==> config.mk <==
export PLATFORM = sky130hd
export DESIGN_NAME = out_port_ctrl
export DESIGN_NICKNAME = d
export VERILOG_FILES = /design/src/rtl/mini_src_io_pkg.sv /design/src/rtl/out_port_ctrl_fifo.sv /design/src/rtl/out_port_ctrl.sv
export SDC_FILE = /design/constraint.sdc
export NUM_CORES = 1
export LEC_CHECK = 0
export BUFFER_PORTS_ARGS = -buffer_cell sky130_fd_sc_hd__buf_4
export CORE_MARGIN = 4
export CORE_UTILIZATION = 44
export DETAILED_ROUTE_END_ITERATION = 8
export PLACE_DENSITY_LB_ADDON = 0.2
export SLEW_MARGIN = 10
export SYNTH_ARGS = -nofsm -noshare
export SYNTH_HDL_FRONTEND = slang
export SYNTH_HIERARCHICAL = 1
export SYNTH_SLANG_ARGS = --single-unit
==> constraint.sdc <==
create_clock -name clk -period 2.1 [get_ports clk]
set_input_delay 0.21 -clock clk [delete_from_list [all_inputs] [get_ports clk]]
set_output_delay 0.21 -clock clk [all_outputs]
set_load 0.005 [all_outputs]
==> src/rtl/mini_src_io_pkg.sv <==
// Shared definitions for the mini_src IO controllers: default word width and
// the request/acknowledge handshake state encoding.
package mini_src_io_pkg;

    localparam int IO_DATA_W = 32;

    typedef enum logic [1:0] {
        S_IDLE    = 2'd0,
        S_SEND    = 2'd1,
        S_RELEASE = 2'd2
    } io_state_t;

endpackage

==> src/rtl/out_port_ctrl_fifo.sv <==
// Small synchronous FIFO for output-port words. It has an occupancy count,
// full/empty flags and a combinational head. Only control state is reset.
module out_fifo #(
    parameter  int DATA_W = 32,
    parameter  int DEPTH  = 4,
    localparam int CNT_W  = $clog2(DEPTH) + 1,
    localparam int PTR_W  = $clog2(DEPTH)
) (
    input  logic              clk,
    input  logic              clr,
    input  logic              push,
    input  logic [DATA_W-1:0] push_data,
    input  logic              pop,
    output logic [DATA_W-1:0] head,
    output logic [CNT_W-1:0]  count,
    output logic              full,
    output logic              empty
);

    logic [DATA_W-1:0] mem [DEPTH];
    logic [PTR_W-1:0]  wr_ptr;
    logic [PTR_W-1:0]  rd_ptr;
    logic              push_ok;
    logic              pop_ok;

    assign full    = (count == CNT_W'(DEPTH));
    assign empty   = (count == '0);
    assign push_ok = push && !full;
    assign pop_ok  = pop && !empty;
    assign head    = mem[rd_ptr];

    // Storage is not reset: contents are meaningless once the count is zero.
    always_ff @(posedge clk) begin
        if (push_ok) begin
            mem[wr_ptr] <= push_data;
        end
    end

    // Pointer width equals log2(DEPTH), so increments wrap modulo DEPTH.
    always_ff @(posedge clk or negedge clr) begin
        if (!clr) begin
            wr_ptr <= '0;
            rd_ptr <= '0;
            count  <= '0;
        end else begin
            if (push_ok) begin
                wr_ptr <= wr_ptr + 1'b1;
            end
            if (pop_ok) begin
                rd_ptr <= rd_ptr + 1'b1;
            end
            case ({push_ok, pop_ok})
                2'b10:   count <= count + 1'b1;
                2'b01:   count <= count - 1'b1;
                default: count <= count;
            endcase
        end
    end

endmodule

==> src/rtl/out_port_ctrl.sv <==
// Output-port controller. Buffered "out" words are presented on a registered
// port using a 4-phase valid/ack handshake with the external device.
module out_port_ctrl
    import mini_src_io_pkg::*;
#(
    parameter  int DATA_W = IO_DATA_W,
    parameter  int DEPTH  = 4,
    localparam int CNT_W  = $clog2(DEPTH) + 1
) (
    input  logic              clk,
    input  logic              clr,
    input  logic              wr_en,
    input  logic [DATA_W-1:0] wr_data,
    output logic              stall,
    output logic              overflow,
    output logic [CNT_W-1:0]  fifo_count,
    output logic              busy,
    output logic [DATA_W-1:0] ext_data,
    output logic              ext_valid,
    input  logic              ext_ack
);

    io_state_t         state_q;
    io_state_t         state_d;
    logic              pop;
    logic              fifo_full;
    logic              fifo_empty;
    logic [DATA_W-1:0] fifo_head;

    out_fifo #(
        .DATA_W (DATA_W),
        .DEPTH  (DEPTH)
    ) u_fifo (
        .clk       (clk),
        .clr       (clr),
        .push      (wr_en),
        .push_data (wr_data),
        .pop       (pop),
        .head      (fifo_head),
        .count     (fifo_count),
        .full      (fifo_full),
        .empty     (fifo_empty)
    );

    assign stall = fifo_full;
    assign busy  = (state_q != S_IDLE) || !fifo_empty;

    always_ff @(posedge clk or negedge clr) begin
        if (!clr) begin
            state_q <= S_IDLE;
        end else begin
            state_q <= state_d;
        end
    end

    // A new word launches only once the device has released ack, so a stale
    // ack left high from the previous transfer cannot be mistaken for a new one.
    always_comb begin
        state_d = state_q;
        pop     = 1'b0;
        case (state_q)
            S_IDLE: begin
                if (!fifo_empty && !ext_ack) begin
                    pop     = 1'b1;
                    state_d = S_SEND;
                end
            end
            S_SEND: begin
                if (ext_ack) begin
                    state_d = S_RELEASE;
                end
            end
            S_RELEASE: begin
                if (!ext_ack) begin
                    state_d = S_IDLE;
                end
            end
            default: state_d = S_IDLE;
        endcase
    end

    // The port register behaves like a latch-on-send output: it holds the last word.
    always_ff @(posedge clk or negedge clr) begin
        if (!clr) begin
            ext_data  <= '0;
            ext_valid <= 1'b0;
            overflow  <= 1'b0;
        end else begin
            if (pop) begin
                ext_data  <= fifo_head;
                ext_valid <= 1'b1;
            end else if (state_q == S_SEND && ext_ack) begin
                ext_valid <= 1'b0;
            end
            if (wr_en && fifo_full) begin
                overflow <= 1'b1;
            end
        end
    end

endmodule

* Word level (Yosys, flattened, before mapping)
Memory sizes are Yosys's and may differ from the RTL's. A register that Yosys moved wholly into a read port is not among the register bits.
Index checks and enable logic that the tools add are counted.
** Operators by class
- Equal/unequal tests :: 8
- $add $sub $neg :: 4
- Reductions and logical operators :: 16
- Muxes and demuxes :: 11
** Operator list (number)
- 2-to-1 mux 1 bit :: 6
- 2-to-1 mux 2 bit :: 3
- inequality test 2 bit (second input constant) :: 3
- one-hot mux 2 bit (3 select lines) :: 1
- one-hot mux 3 bit (2 select lines) :: 1
- nonzero test 2 bit :: 3
- logical AND 1 bit :: 5
- adder 2 x 1 -> 2 bit (second input constant) :: 2
- == test 2 x 1 -> 1 bit (second input constant) :: 2
- == test 2 bit (second input constant) :: 2
- logical NOT 1 bit :: 4
- adder 3 x 1 -> 3 bit (second input constant) :: 1
- == test 3 bit (second input constant) :: 1
- logical NOT 3 bit :: 1
- AND reduction 3 bit :: 1
- subtractor 3 x 1 -> 3 bit (second input constant) :: 1
- logical NOT 2 bit :: 1
- logical OR 1 bit :: 1
** Word-level totals
- Logic and storage cells :: 46
- Memories kept :: 1
- RAM bits :: 128
- Output and inout bits :: 39
- Flip-flop bits (word level) :: 11
- Input port bits :: 36
** Memories
- u_fifo.mem :: depth 4, width 32, rd ports 1, clocked after memory_dff 1, write ports 1, line out_port_ctrl_fifo.sv:20 : logic [DATA_W-1:0] mem [DEPTH];

* Logic depth before layout (Yosys ltp)
- Word-level depth :: 8
- Gate-level depth with buffers :: 10
- Depth with buffers taken out :: 9

* By module
Netlist, hierarchy kept.
** Modules (own cells, without submodules)
- out_fifo :: instances 1, area each 5089.9 um^2, cells an instance 206
- out_port_ctrl :: instances 1, area each 1378.8 um^2, cells an instance 81

* Worst setup path after synthesis
No wires, ideal clock.
- Path type :: register to register
- Start point :: register u_fifo.count[0]
- End point :: register u_fifo.count[2]
- Slack :: -312 ps
- Arrival :: 2333 ps
- Stages on the path, launching flop included :: 11
- Buffers on the path :: 1
- Required time :: 2021 ps
- Path through :: dfrtp_1 > nor3_1 > nor4_4 > buf_6 > o31a_1 > ha_1 > inv_1 > fa_1 > xor2_1 > nor2_1 > xor2_1
** Between the ends
- Longest elaborated chain between the ends :: 8
- Elaborated cells on any way between the ends :: 15
** Ends and longest elaborated chain
- start: declaration :: line out_port_ctrl_fifo.sv:15 : output logic [CNT_W-1:0] count,
- start signal: assignment :: line out_port_ctrl_fifo.sv:53 : 2'b10: count <= count + 1'b1;
- start signal: assignment :: line out_port_ctrl_fifo.sv:54 : 2'b01: count <= count - 1'b1;
- start signal: assignment :: line out_port_ctrl_fifo.sv:55 : default: count <= count;
- logical NOT 3 bit * :: line out_port_ctrl_fifo.sv:27 : assign empty = (count == '0);
- named net fifo_empty :: line out_port_ctrl.sv:27 : logic fifo_empty;
- logical NOT 1 bit * :: line out_port_ctrl.sv:63 : if (!fifo_empty && !ext_ack) begin
- logical AND 1 bit * :: line out_port_ctrl.sv:63
- 2-to-1 mux 1 bit * :: line out_port_ctrl.sv:63
- 2-to-1 mux 1 bit * :: line out_port_ctrl.sv:61 : case (state_q)
- named net pop :: line out_port_ctrl.sv:25 : logic pop;
- logical AND 1 bit * :: line out_port_ctrl_fifo.sv:29 : assign pop_ok = pop && !empty;
- named net u_fifo.pop_ok :: line out_port_ctrl_fifo.sv:24 : logic pop_ok;
- == test 2 x 1 -> 1 bit or == test 2 bit (tied branches) :: line out_port_ctrl_fifo.sv:52 : case ({push_ok, pop_ok})
- one-hot mux 3 bit (2 select lines) or nonzero test 2 bit (tied branches)
The timed path passes the listed nets; every way through them passes the cells marked *.
A chain may end at the register's enable or synchronous reset.

* Worst setup path after layout
- Start point :: register state_q[0]
- End point :: register u_fifo.count[2]
** Between the ends
- Longest elaborated chain between the ends :: 5
- Elaborated cells on any way between the ends :: 7
** Ends and longest elaborated chain
- start: declaration :: line out_port_ctrl.sv:23 : io_state_t state_q;
- start signal: assignment :: line out_port_ctrl.sv:52 : state_q <= state_d;
- logical NOT 2 bit * :: line out_port_ctrl.sv:61
- 2-to-1 mux 1 bit * :: line out_port_ctrl.sv:61
- logical AND 1 bit * :: line out_port_ctrl_fifo.sv:29
- named net u_fifo.pop_ok :: line out_port_ctrl_fifo.sv:24
- == test 2 x 1 -> 1 bit or == test 2 bit (tied branches) :: line out_port_ctrl_fifo.sv:52
- one-hot mux 3 bit (2 select lines) or nonzero test 2 bit (tied branches)
Marked as above.

==> out/summary.txt <==
Number of top-level pins - 75
Type of origin of the critical path - register
Number of sinks driven by the clock tree - 171
Initial antenna violation count - 0
Required arrival time at the worst endpoint - 2.43 ns
Die boundary width - 129 um
Largest cells by area after synthesis - sky130_fd_sc_hd__edfxtp_1, sky130_fd_sc_hd__dfrtp_1, sky130_fd_sc_hd__mux4_2
Number of distinct library cell variants in the gate-level netlist after synthesis - 29
Top achievable clock speed - 495 MHz
Worst setup slack after placement - 0.0392 ns
Slew at the pin with the worst max-slew slack - 0.636 ns
Startpoint-to-endpoint class of the critical path - reg -> reg
Vias in the first global route - 3177
Grt ovf - 0
Number of core rows - 44
Synthesized instance count - 287
CTS Buf Count - 17
Worst EP arrival - 2.35 ns
Starting utilization of the core area - 0.447
Post-route cell area - 0.00829 mm2
Post-synthesis to final-layout area growth - 28.1%
Number of inserted filler cells in the final layout - 1065
Total via count in the routed design - 3128
Run status - finished, final reports clean
Leading area contributor after synthesis - sky130_fd_sc_hd__edfxtp_1
Largest fanout of any net on the critical path - 3
Area of the mapped netlist - 0.00647 mm2
Commonest non-fill, non-tap cell in the layout - sky130_fd_sc_hd__edfxtp_1
Post-Route WL - 11400 um
Most frequent cells in the layout - sky130_fd_sc_hd__edfxtp_1, sky130_fd_sc_hd__buf_4, sky130_fd_sc_hd__dfrtp_1
Areal power density over the cells - 1390 mW/mm2
Final min period - 2.02 ns
Fraction of power spent switching nets - 0.262
Category of the worst setup path capture point - register
# nets final - 466
Yosys warning count - 6
Class of the tightest hold or removal check - in -> async
Port Buf Inserts - 74
Finished Core Util - 0.572
Remaining DRCs - 0
Diodes inserted - 0
First-pass GRT wire length - 17800 um
Post-synthesis sequential element count - 171
Synthesized netlist net count - 329
Clock insertion delay at the later pin of the skew report - 0.42 ns
Full die area - 0.0167 mm2
Setup WS post-layout - 0.0787 ns
MaxCap Viol Count - 0
Clk Tree Root Cell - sky130_fd_sc_hd__clkbuf_16
Final setup violation count - 0
Global-route usage over all layers - 0.146
Worst slew slack as a fraction of its limit - 0.576
Buffer levels on the longest clock path - 2
Period utilisation layout - 0.963
Post-detailed-route wirelength per cell - 18.3 um
Internal power - 8.48 mW
Clock skew - 0.0125 ns
Core outline area - 0.0145 mm2
Antenna-violating nets left - 0
Pin count of the biggest net entering global routing - 44
Total negative slack - 0 ns
CTS H-tree lvls - 4
Final Slew Violations - 0
Clock tree from TritonCTS - yes
Minimum hold slack - 0.364 ns
Share of power burned in the clock network - 0.272
Area after DPL - 0.00727 mm2
Combinational share of power - 0.289
Via-per-instance ratio - 5.04
Synth Area per Inst - 22.5 um2
Switching power of the nets - 3.01 mW
Detailed-routing iteration count for the pre-antenna-repair pass - 6
Number of hold violations in the final report - 0
Sequential share of power - 0.439
Share of the synthesized area in the top cell type - 0.594
Sequential cell area fraction in the yosys report - 0.761
Vert. Die Dim - 129 um
Clock-pin slew on the worst setup and hold paths - 0.06 ns
Leak - 3.07 nW
HPWL after detailed placement - 6690 um
Setup repair after global routing missed its margin - no
Layout cells sized above 1 - 0.453
Global placer's final weighted congestion - 0.708
Violation count after the first detailed-routing iteration - 165
Peak ir drop on the vdd network - 0.644 mV
-- power groups by stage --
stage / logic [mW] / clock network (mW) / registers [mW]
2_1_floorplan: 2.11 / 0 / 5.01
3_3_place_gp: 3.24 / 0 / 5.07
3_5_place_dp: 3.27 / 0 / 5.12
4_1_cts: 3.33 / 3.21 / 5.05
5_1_grt: 3.63 / 3.35 / 5.15
6_report: 3.32 / 3.12 / 5.04
-- layout make-up --
class	instances	area [um2]	area share
clock buffers	20	457	0.0551
clock inverters	12	145	0.0175
inverters	6	22.5	0.00272
multi-input cells	99	1420	0.172
flip-flops and latches	171	4930	0.595
well taps	184	230	0.0278
repair buffers	129	1080	0.130
-- kinds of logic after synthesis --
| kind of cell | Yosys count | share of synthesized area |
|---|---|---|
| simple gates | 17 | 0.0188 |
| xor+xnor | 7 | 0.00948 |
| mux | 65 | 0.171 |
| flops | 171 | 0.761 |
| buf+inv | 17 | 0.0226 |
| fa+ha+maj | 6 | 0.0128 |
| compound gates | 4 | 0.00464 |
-- state kept, by name, summed over array words and instances (netlist names) --
register       count
u_fifo/mem       128
u_fifo/rd_ptr      2
u_fifo/count       3
ext_valid          1
overflow           1
state_q            2
ext_data          32
u_fifo/wr_ptr      2
-- final timing paths --
check / slack [ns] / end / depth (start not counted) / startpoint
worst max-delay path: 0.08 / u_fifo/count[2] / 8 / state_q[0]
worst min-delay path: 0.36 / ext_data[16] / 2 / clr
worst max register to register: 0.08 / u_fifo/count[2] / 8 / state_q[0]
worst min register to register: 0.47 / overflow / 1 / overflow
max in group asynchronous: 1.28 / u_fifo/rd_ptr[0] / 2 / clr
min in group clk: 0.47 / overflow / 1 / overflow
-- synth_stat cells --
cell	n
sky130_fd_sc_hd__nand2b_1	2
sky130_fd_sc_hd__nor4_4	1
sky130_fd_sc_hd__nor2_1	1
sky130_fd_sc_hd__nand2_1	2
sky130_fd_sc_hd__buf_12	3
sky130_fd_sc_hd__a211o_1	1
sky130_fd_sc_hd__buf_6	4
sky130_fd_sc_hd__mux4_2	28
sky130_fd_sc_hd__and2b_1	1
sky130_fd_sc_hd__o31a_1	1
sky130_fd_sc_hd__inv_1	6
sky130_fd_sc_hd__and2_1	5
sky130_fd_sc_hd__nor3_1	2
sky130_fd_sc_hd__xor2_1	4
sky130_fd_sc_hd__mux2_1	2
sky130_fd_sc_hd__nor2b_1	1
sky130_fd_sc_hd__a21o_1	1
sky130_fd_sc_hd__ha_1	5
sky130_fd_sc_hd__buf_2	3
sky130_fd_sc_hd__fa_1	1
sky130_fd_sc_hd__nor3b_2	1
sky130_fd_sc_hd__clkbuf_1	1
sky130_fd_sc_hd__o21ai_0	1
sky130_fd_sc_hd__nor2b_2	1
sky130_fd_sc_hd__mux2_2	31
sky130_fd_sc_hd__edfxtp_1	128
sky130_fd_sc_hd__xnor2_1	3
sky130_fd_sc_hd__mux4_1	4
sky130_fd_sc_hd__dfrtp_1	43
-- critical path: stages (launching register included) --
cell and delay, ns:
sky130_fd_sc_hd__dfrtp_2 0.43, sky130_fd_sc_hd__nor4_4 0.29, sky130_fd_sc_hd__o31a_1 0.22, sky130_fd_sc_hd__ha_2 0.20, sky130_fd_sc_hd__inv_2 0.04, sky130_fd_sc_hd__fa_2 0.32, sky130_fd_sc_hd__xor2_1 0.15, sky130_fd_sc_hd__nor2_1 0.13
sky130_fd_sc_hd__xor2_1 0.16
-- metrics by stage --
stage	power, mW	cells
finish	11.5	621
detailed placement	8.39	548
floorplan	7.13	287
global placement	8.30	548
CTS	11.6	615
global route	12.1	621
-- layer usage --
layer	GRT usage	up-vias	routed length [um]
met4	0.0537	0	125
met5	0	-	0
li1	-	1417	-
met3	0.0441	10	487
met1	0.191	1638	4860
met2	0.233	63	5890
-- repair_timing --
action                                  4_1_cts  5_1_grt
endpoints found under the setup margin        0        1
setup buffers                                 0        6
hold buffers                                 35        0
hold endpoints to repair                    170        0
gates resized for setup                       0        7
No activity file was read; power rests on OpenSTA's default activity.
